===== config.mk =====
export PLATFORM = sky130hd
export DESIGN_NAME = uart_tx_fifo
export DESIGN_NICKNAME = d
export VERILOG_FILES = /design/src/rtl/uart_pkg.sv /design/src/rtl/baud_counter.sv /design/src/rtl/uart_tx_fifo.sv
export SDC_FILE = /design/constraint.sdc
export NUM_CORES = 1
export LEC_CHECK = 0
export ABC_AREA = 1
export CAP_MARGIN = 20
export CORE_MARGIN = 4
export CORE_UTILIZATION = 35
export CTS_CLUSTER_SIZE = 28
export DETAILED_ROUTE_END_ITERATION = 16
export GPL_TIMING_DRIVEN = 0
export PLACE_DENSITY_LB_ADDON = 0.1
export SLEW_MARGIN = 15
export SYNTH_ARGS = -nofsm -noshare
export SYNTH_HDL_FRONTEND = slang
export SYNTH_SLANG_ARGS = --single-unit

===== constraint.sdc =====
create_clock -name clk -period 2.2 [get_ports clk]
set_input_delay 0.44 -clock clk [delete_from_list [all_inputs] [get_ports clk]]
set_output_delay 0.44 -clock clk [all_outputs]
set_load 0.02 [all_outputs]

===== src/rtl/uart_pkg.sv =====
`default_nettype none
// ============================================================================
//  Module   : uart_pkg
//  Purpose  : Shared types and constants for the UART transmit path.
//             tx_state_t            - transmitter FSM state encoding
//             c_DEFAULT_CLKS_PER_BIT - default bit period (50 MHz / 115200)
//  Revision : 1.0 - initial release
// ============================================================================
package uart_pkg;

    typedef enum logic [1:0] {
        IDLE  = 2'd0,
        START = 2'd1,
        DATA  = 2'd2,
        STOP  = 2'd3
    } tx_state_t;

    localparam int c_DEFAULT_CLKS_PER_BIT = 434;

endpackage
`default_nettype wire


===== src/rtl/baud_counter.sv =====
`default_nettype none
// ============================================================================
//  Module   : baud_counter
//  Purpose  : Free-running modulo-M counter that marks the last cycle of each
//             serial bit period. A clear restarts the period so that a new
//             frame always begins on a full-length start bit.
//  Ports    : clk   - system clock
//             reset - synchronous active-high reset
//             clr   - synchronous restart of the bit period
//             tick  - high while the count equals M-1
//  Revision : 1.0 - initial release
// ============================================================================
module baud_counter
    import uart_pkg::*;
#(
    parameter int M = c_DEFAULT_CLKS_PER_BIT
) (
    input  logic clk,
    input  logic reset,
    input  logic clr,
    output logic tick
);

    localparam int                 c_CNT_W = (M > 1) ? $clog2(M) : 1;
    localparam logic [c_CNT_W-1:0] c_LAST  = c_CNT_W'(M - 1);

    logic [c_CNT_W-1:0] r_count;

    // Wrap is an explicit clear at M-1, so the counter never overflows even
    // when M is not a power of two.
    always_ff @(posedge clk) begin
        if (reset || clr) begin
            r_count <= '0;
        end else if (r_count == c_LAST) begin
            r_count <= '0;
        end else begin
            r_count <= r_count + c_CNT_W'(1);
        end
    end

    assign tick = (r_count == c_LAST);

endmodule
`default_nettype wire


===== src/rtl/uart_tx_fifo.sv =====
`default_nettype none
// ============================================================================
//  Module   : uart_tx_fifo
//  Purpose  : UART transmitter that drains a first-word-fall-through FIFO.
//             Each popped word is sent as 1 start bit, DATA_WIDTH data bits
//             LSB first and 1 stop bit; frames run back to back while the
//             FIFO holds data.
//  Ports    : clk          - system clock
//             reset        - synchronous active-high reset
//             empty        - FIFO empty flag
//             r_data       - FIFO head word (valid while empty = 0)
//             rd           - combinational pop strobe to the FIFO
//             tx           - registered serial line, idle high
//             busy         - high whenever a frame is in progress
//             tx_done_tick - one-cycle pulse on the last stop-bit cycle
//  Revision : 1.0 - initial release
// ============================================================================
module uart_tx_fifo
    import uart_pkg::*;
#(
    parameter int DATA_WIDTH   = 8,
    parameter int CLKS_PER_BIT = c_DEFAULT_CLKS_PER_BIT
) (
    input  logic                  clk,
    input  logic                  reset,
    input  logic                  empty,
    input  logic [DATA_WIDTH-1:0] r_data,
    output logic                  rd,
    output logic                  tx,
    output logic                  busy,
    output logic                  tx_done_tick
);

    localparam int                 c_IDX_W    = (DATA_WIDTH > 1) ? $clog2(DATA_WIDTH) : 1;
    localparam logic [c_IDX_W-1:0] c_LAST_IDX = c_IDX_W'(DATA_WIDTH - 1);

    tx_state_t             r_state;
    tx_state_t             w_state_next;
    logic [DATA_WIDTH-1:0] r_shift;
    logic [DATA_WIDTH-1:0] w_shift_next;
    logic [c_IDX_W-1:0]    r_bit_idx;
    logic [c_IDX_W-1:0]    w_bit_idx_next;
    logic                  r_tx;
    logic                  w_tx_next;
    logic                  w_bit_end;
    logic                  w_pop;

    baud_counter #(
        .M (CLKS_PER_BIT)
    ) u_baud_counter (
        .clk   (clk),
        .reset (reset),
        .clr   (w_pop),
        .tick  (w_bit_end)
    );

    // A pop is only possible from IDLE or in the final stop-bit cycle, which
    // is what makes back-to-back frames gapless. Gating with reset keeps the
    // FIFO untouched while the transmitter is held in reset.
    assign w_pop = ~reset & ~empty &
                   ((r_state == IDLE) | ((r_state == STOP) & w_bit_end));

    // ------------------------------------------------------------------
    // State register
    // ------------------------------------------------------------------
    always_ff @(posedge clk) begin
        if (reset) begin
            r_state   <= IDLE;
            r_shift   <= '0;
            r_bit_idx <= '0;
            r_tx      <= 1'b1;
        end else begin
            r_state   <= w_state_next;
            r_shift   <= w_shift_next;
            r_bit_idx <= w_bit_idx_next;
            r_tx      <= w_tx_next;
        end
    end

    // ------------------------------------------------------------------
    // Next-state logic
    // ------------------------------------------------------------------
    always_comb begin
        w_state_next   = r_state;
        w_shift_next   = r_shift;
        w_bit_idx_next = r_bit_idx;

        if (w_pop) begin
            w_state_next   = START;
            w_shift_next   = r_data;
            w_bit_idx_next = '0;
        end else begin
            case (r_state)
                IDLE: begin
                    w_state_next = IDLE;
                end
                START: begin
                    if (w_bit_end) begin
                        w_state_next = DATA;
                    end
                end
                DATA: begin
                    if (w_bit_end) begin
                        w_shift_next = r_shift >> 1;
                        if (r_bit_idx == c_LAST_IDX) begin
                            w_state_next   = STOP;
                            w_bit_idx_next = '0;
                        end else begin
                            w_bit_idx_next = r_bit_idx + c_IDX_W'(1);
                        end
                    end
                end
                STOP: begin
                    // A pop in this cycle was handled above; otherwise the
                    // FIFO is empty and the line returns to idle.
                    if (w_bit_end) begin
                        w_state_next = IDLE;
                    end
                end
                default: begin
                    w_state_next = IDLE;
                end
            endcase
        end
    end

    // ------------------------------------------------------------------
    // Output logic
    // ------------------------------------------------------------------
    // tx is decoded from the next state so the registered line changes on
    // the same edge as the state register.
    always_comb begin
        w_tx_next = 1'b1;
        case (w_state_next)
            IDLE:    w_tx_next = 1'b1;
            START:   w_tx_next = 1'b0;
            DATA:    w_tx_next = w_shift_next[0];
            STOP:    w_tx_next = 1'b1;
            default: w_tx_next = 1'b1;
        endcase
    end

    assign rd           = w_pop;
    assign tx           = r_tx;
    assign busy         = (r_state != IDLE);
    assign tx_done_tick = (r_state == STOP) & w_bit_end;

endmodule
`default_nettype wire

Word-level counts from Yosys, hierarchy flattened --
Cells that the tools add are included.
Storage, ports and cells: bits in registers 23, input port bits 11, output and inout bits 4, logic and storage cells 44
Cells by class: $add $sub $neg 2, equal/unequal tests 8, multiplexer cells 11, bitwise gates (word level) 6, reductions and logical operators 11
Operators with widths (count):
- $mux W8 | 3
- $mux W2 | 5
- $add A9 B1 Y9 const B | 1
- $eq A9 B9 Y1 const B | 1
- $eq A2 B2 Y1 const B | 4
- $pmux W2 S4 | 1
- $reduce_bool A2 Y1 | 3
- $reduce_or A2 Y1 | 3
- $eq A2 B1 Y1 const B | 2
- $logic_not A2 Y1 | 2
- $reduce_and A2 Y1 | 2
- $add A3 B1 Y3 const B | 1
- $and A1 B1 Y1 | 3
- $eq A3 B3 Y1 const B | 1
- $mux W3 | 1
- $pmux W1 S3 | 1
- $not A1 Y1 | 2
- $logic_or A1 B1 Y1 | 1
- $or A1 B1 Y1 | 1

Longest topological paths before layout --
depth after elaboration 8, depth in mapped cells 15, depth with buffers taken out 15

By module --
Synthesis repeated with hierarchy kept, for this count alone.
Second synthesis, totals: cells, all modules 159, area, all modules 1182.4 um2
By module, submodules not included:
- uart_tx_fifo | instances 1, cells each 95, area each 718.2 um2
- baud_counter | instances 1, cells each 64, area each 464.2 um2

Worst setup path after synthesis --
Ideal clock, no wire load.
path type register to register, from register u_baud_counter.r_count[0], to register r_tx, in the netlist tx, library setup time 0.117 ns, data arrival time 1.653 ns, data required time 2.083 ns, slack 0.430 ns, stages on the path, launching flop included 15, buffers on the path 1, period minus slack after synthesis 1.770 ns, path through dfxtp_1 ha_1 nand2_1 nor2_4 nand3_2 buf_6 o21ai_2 inv_1 nand2_2 inv_2 ha_1 inv_1 nand2_1 nand2_1 nand2_1
On the way: longest elaborated chain between the ends 8, elaborated cells between the ends (all ways) 18, those cells by class 4 x eq/ne; 9 x mux; 3 x bitwise; 2 x reduce/logical
RTL lines:
- from (decl) | RTL line baud_counter.sv:27 | logic [c_CNT_W-1:0] r_count;
- from (signal assigned) | RTL line baud_counter.sv:37 | r_count <= r_count + c_CNT_W'(1);
- $eq A9 B9 Y1 * | RTL line baud_counter.sv:41 | assign tick = (r_count == c_LAST);
- $and A1 B1 Y1 | RTL line uart_tx_fifo.sv:61 | ((r_state == IDLE) | ((r_state == STOP) & w_bit_end));
- $or A1 B1 Y1 | RTL line uart_tx_fifo.sv:61
- $and A1 B1 Y1 | RTL line uart_tx_fifo.sv:60 | assign w_pop = ~reset & ~empty &
- $mux W2 * | RTL line uart_tx_fifo.sv:88 | if (w_pop) begin
- net w_state_next[0] | RTL line uart_tx_fifo.sv:38 | tx_state_t w_state_next;
- $eq A2 B2 Y1 / $logic_not A2 Y1 (equally long branches) | RTL line uart_tx_fifo.sv:134 | case (w_state_next)
- $reduce_or A2 Y1 (no source line)
- $pmux W1 S3 * | RTL line uart_tx_fifo.sv:134
- to (signal assigned) | RTL line uart_tx_fifo.sv:76 | r_tx <= w_tx_next;
- to (decl) | RTL line uart_tx_fifo.sv:43 | logic r_tx;
Mark *: on every way through the listed nets, which the timed path passes. The rest lies on a longest branch. The select of a mux whose other input is x is not followed. A chain may end at the register's enable or synchronous reset.

Worst setup path after layout --
from register u_baud_counter.r_count[1], to output port rd
On the way: longest elaborated chain between the ends 4
RTL lines:
- $eq A9 B9 Y1 | RTL line baud_counter.sv:41
- $and A1 B1 Y1 | RTL line uart_tx_fifo.sv:61
- $or A1 B1 Y1 | RTL line uart_tx_fifo.sv:61
- $and A1 B1 Y1 | RTL line uart_tx_fifo.sv:60
- to (decl) | RTL line uart_tx_fifo.sv:28 | output logic rd,
Every way passes these cells.

==> key figures <==
Status
  – Status: completed

Timing
  – Hold Vio Cnt, Final: 0
  – Slew of the pin with the lowest slew margin: 0.285 ns
  – Fmax: 477 MHz
  – Setup_tns: 0 ns
  – Worst rel slew slack: 80.9%
  – Final worst-path cycle share: 95.2%
  – Max-slew violation count: 0
  – Finish-stage setup viols: 0
  – Fin Hold WS: 0.463 ns
  – Clock Skew: 0.00561 ns
  – Crit path time final: 2.10 ns

Synthesis
  – YS warnings: 0
  – Combinational family with the most area after synthesis: simple AND/OR/NAND/NOR gates
  – Top_reg_cell synth: dfxtp_1
  – Seq/Total Area, Yosys: 40.3%
  – EDFF count, synth: 0
  – Post-synthesis cell type count: 24
  – Dominant cells by area after synthesis: dfxtp_1 40%, nand2_1 11%, ha_1 6.6%
  – Mux cell area share after synthesis: 0%
  – Syn nets: 164
  – Synth Area in Adders: 6.56%
  – Compound-Gate Fraction of Synth Area: 8.64%
  – Gate count of the mapped netlist: 147
  – Synth Cell Area: 0.00114 mm²
  – Dominant cell type by area after synthesis: dfxtp_1
  – Async set-or-reset flop fraction in the synthesized netlist: 0%
  – Yosys reg bits: 23
  – Post-synth top area share: 40.3%
  – Post-synthesis xor/xnor area fraction: 4.60%
  – Syn avg cell area: 7.78 µm²
  – Post-Synth Simple-Gate Area: 31.4%

Setup path
  – Critical path launch point: u_baud_counter.r_count[1]
  – CP max stage cell: dfxtp_2
  – Crit end category: output pin
  – Worst r2r src: u_baud_counter.r_count[1]
  – Worst Path Max Fanout: 8
  – Startpoint Class: flop
  – Worst path top cell family by delay: simple AND/OR/NAND/NOR gates
  – CP Depth: 9
  – Worst reg2reg path endpoint: tx
  – Worst Path Required: 1.76 ns
  – CP max stage delay: 0.35 ns
  – Arrival @ worst endpoint: 1.66 ns
  – Critical-path cell list: inv_1 -> ha_2 -> nand2_2 -> nor2_4 -> nand3_2 -> nand2_4 -> nand2_8 -> inv_4 -> buf_4
  – Critical path destination: rd
  – Reg-to-reg slack, setup: 0.26 ns
  – CP Class: flop to output pin
  – CP bufs+invs: 3
  – Worst reg2reg path depth: 15

Drt
  – Routed WL per cell: 10.0 µm
  – Antenna-violating nets left: 0
  – Drt pass-1 iters: 4
  – Routed Wire Length: 2.11 mm
  – Via count: 924
  – 1st-iter DRT viols: 24
  – Drt drc: 0
  – Vias/cell: 4.38

Global routing
  – Via count of the first global-routing pass: 855
  – Largest net degree at the start of global routing: 14
  – Antenna violations before repair: 0
  – GRT Overall Usage: 10.9%
  – Grt ovf: 0
  – First-pass GRT wire length: 3.66 mm

Final layout
  – Share of layout cells above drive strength 1: 17.4%
  – Fillcell total: 326
  – Synthesis-to-finish area growth: 22.3%
  – Count of non-filler cells in the finished layout: 211
  – Design area: 0.00140 mm²
  – Most frequent cells in the layout: 32 x nand2_1, 21 x dfxtp_1, 17 x nor2_1, 14 x inv_1, 12 x clkdlybuf4s50_1
  – Most common cell after layout, fill and taps aside: nand2_1
  – Ant. Diodes: 0
  – Final Net Count: 185

Floorplan
  – Io pins: 15
  – Die extent in x: 65.2 µm
  – Die Footprint: 0.00425 mm²
  – Die H: 65.2 µm
  – Core ar.: 0.00308 mm²
  – FP Rows: 20
  – Initial Util: 37.2%

CTS
  – Clock root buffer master: clkbuf_4
  – Worst-path clk slew: 0.12 ns
  – Clock sink total: 23
  – CTS tree: built
  – Worst skew pair latency: 0.30 ns
  – Hold buffers post-CTS: 0
  – H-Tree Depth: 1
  – Clk buf depth: 2
  – TritonCTS Buffers: 3

Run
  – Max_cap viols: 0

Placement
  – Post-place instance area: 0.00134 mm²
  – Dpl hpwl: 1.59 mm
  – RePlAce Congestion: 0.774
  – PortBufs: 14
  – Placed insts: 205

Pwr
  – Peak VDD IR: 0.342 mV
  – Pwr Density: 533 mW/mm²
  – LEAKAGE: 0.612 nW
  – Tot Pwr: 0.745 mW

Hold path
  – Hold WC Path Type: flop to flop
==> worst min-delay path by stage <==
stage                                   start                   endpoint  slack (ns)  depth (start not counted)
detailed placement               r_bit_idx[2]               r_bit_idx[2]        0.46                          2
finish              u_baud_counter.r_count[0]  u_baud_counter.r_count[0]        0.46                          1
global route        u_baud_counter.r_count[0]  u_baud_counter.r_count[0]        0.48                          1
CTS                 u_baud_counter.r_count[0]  u_baud_counter.r_count[0]        0.46                          1
global placement                 r_bit_idx[1]               r_bit_idx[1]        0.45                          2
floorplan                        r_bit_idx[1]               r_bit_idx[1]        0.44                          2
==> cell families (layout without fill, tap and decap cells) <==
group           count (synthesis)  in the layout
compound gates                 14             14
xor+xnor                        6              6
fa+ha+maj                       6              6
buf+inv                        22             42
flops                          23             23
simple gates                   76             76
==> metal layers <==
metal | wire length, µm | track usage [%] | vias up
li1 | - | - | 507
met1 | 1100 | 14.7 | 401
met2 | 923 | 16.7 | 14
met3 | 71 | 2.39 | 2
met4 | 19 | 4.66 | 0
met5 | 0 | 0 | -
==> registers in the layout, summed over array words and instances, names as in the netlist <==
signal / count
tx: 1
u_baud_counter.r_count: 9
r_state: 2
r_bit_idx: 3
r_shift: 8
==> where the power goes <==
group / internal (mW) / switching, mW
Sequential: 0.435 / 0.0102
Combinational: 0.0555 / 0.0557
Clock: 0.0678 / 0.121
==> area by class of cell <==
| cell class | count | area [µm²] | area share (%) |
|---|---|---|---|
| well taps | 44 | 55.1 | 3.94 |
| clock inverters | 1 | 5.00 | 0.358 |
| multi-input cells | 102 | 602 | 43.0 |
| inverters | 20 | 77.6 | 5.55 |
| plain buffers | 2 | 22.5 | 1.61 |
| flip-flops and latches | 23 | 463 | 33.1 |
| repair buffers | 16 | 151 | 10.8 |
| clock buffers | 3 | 22.5 | 1.61 |
==> Yosys cell counts, drive strengths merged (2+ instances only) <==
master	count
nand2	37
dfxtp	23
nor2	21
inv	17
nand3	14
ha	6
a21oi	5
o211a	5
o21ai	4
clkinv	3
xnor2	3
xor2	3
buf	2
nand4	2
==> per-stage QoR <==
stage	utilization [%]	worst slack, ns
floorplan	-	0.430
global placement	43.5	-0.327
detailed placement	43.5	-0.359
CTS	44.2	0.0207
global route	45.4	-0.00186
finish	45.4	0.105
==> timing repair <==
action | in CTS | in global routing
gates resized for setup | 6 | 8
buffers inserted | 0 | 2
pin swaps | 0 | 3
endpoints found under the setup margin | 2 | 1
Note: power is estimated with default switching activity, not from simulation.
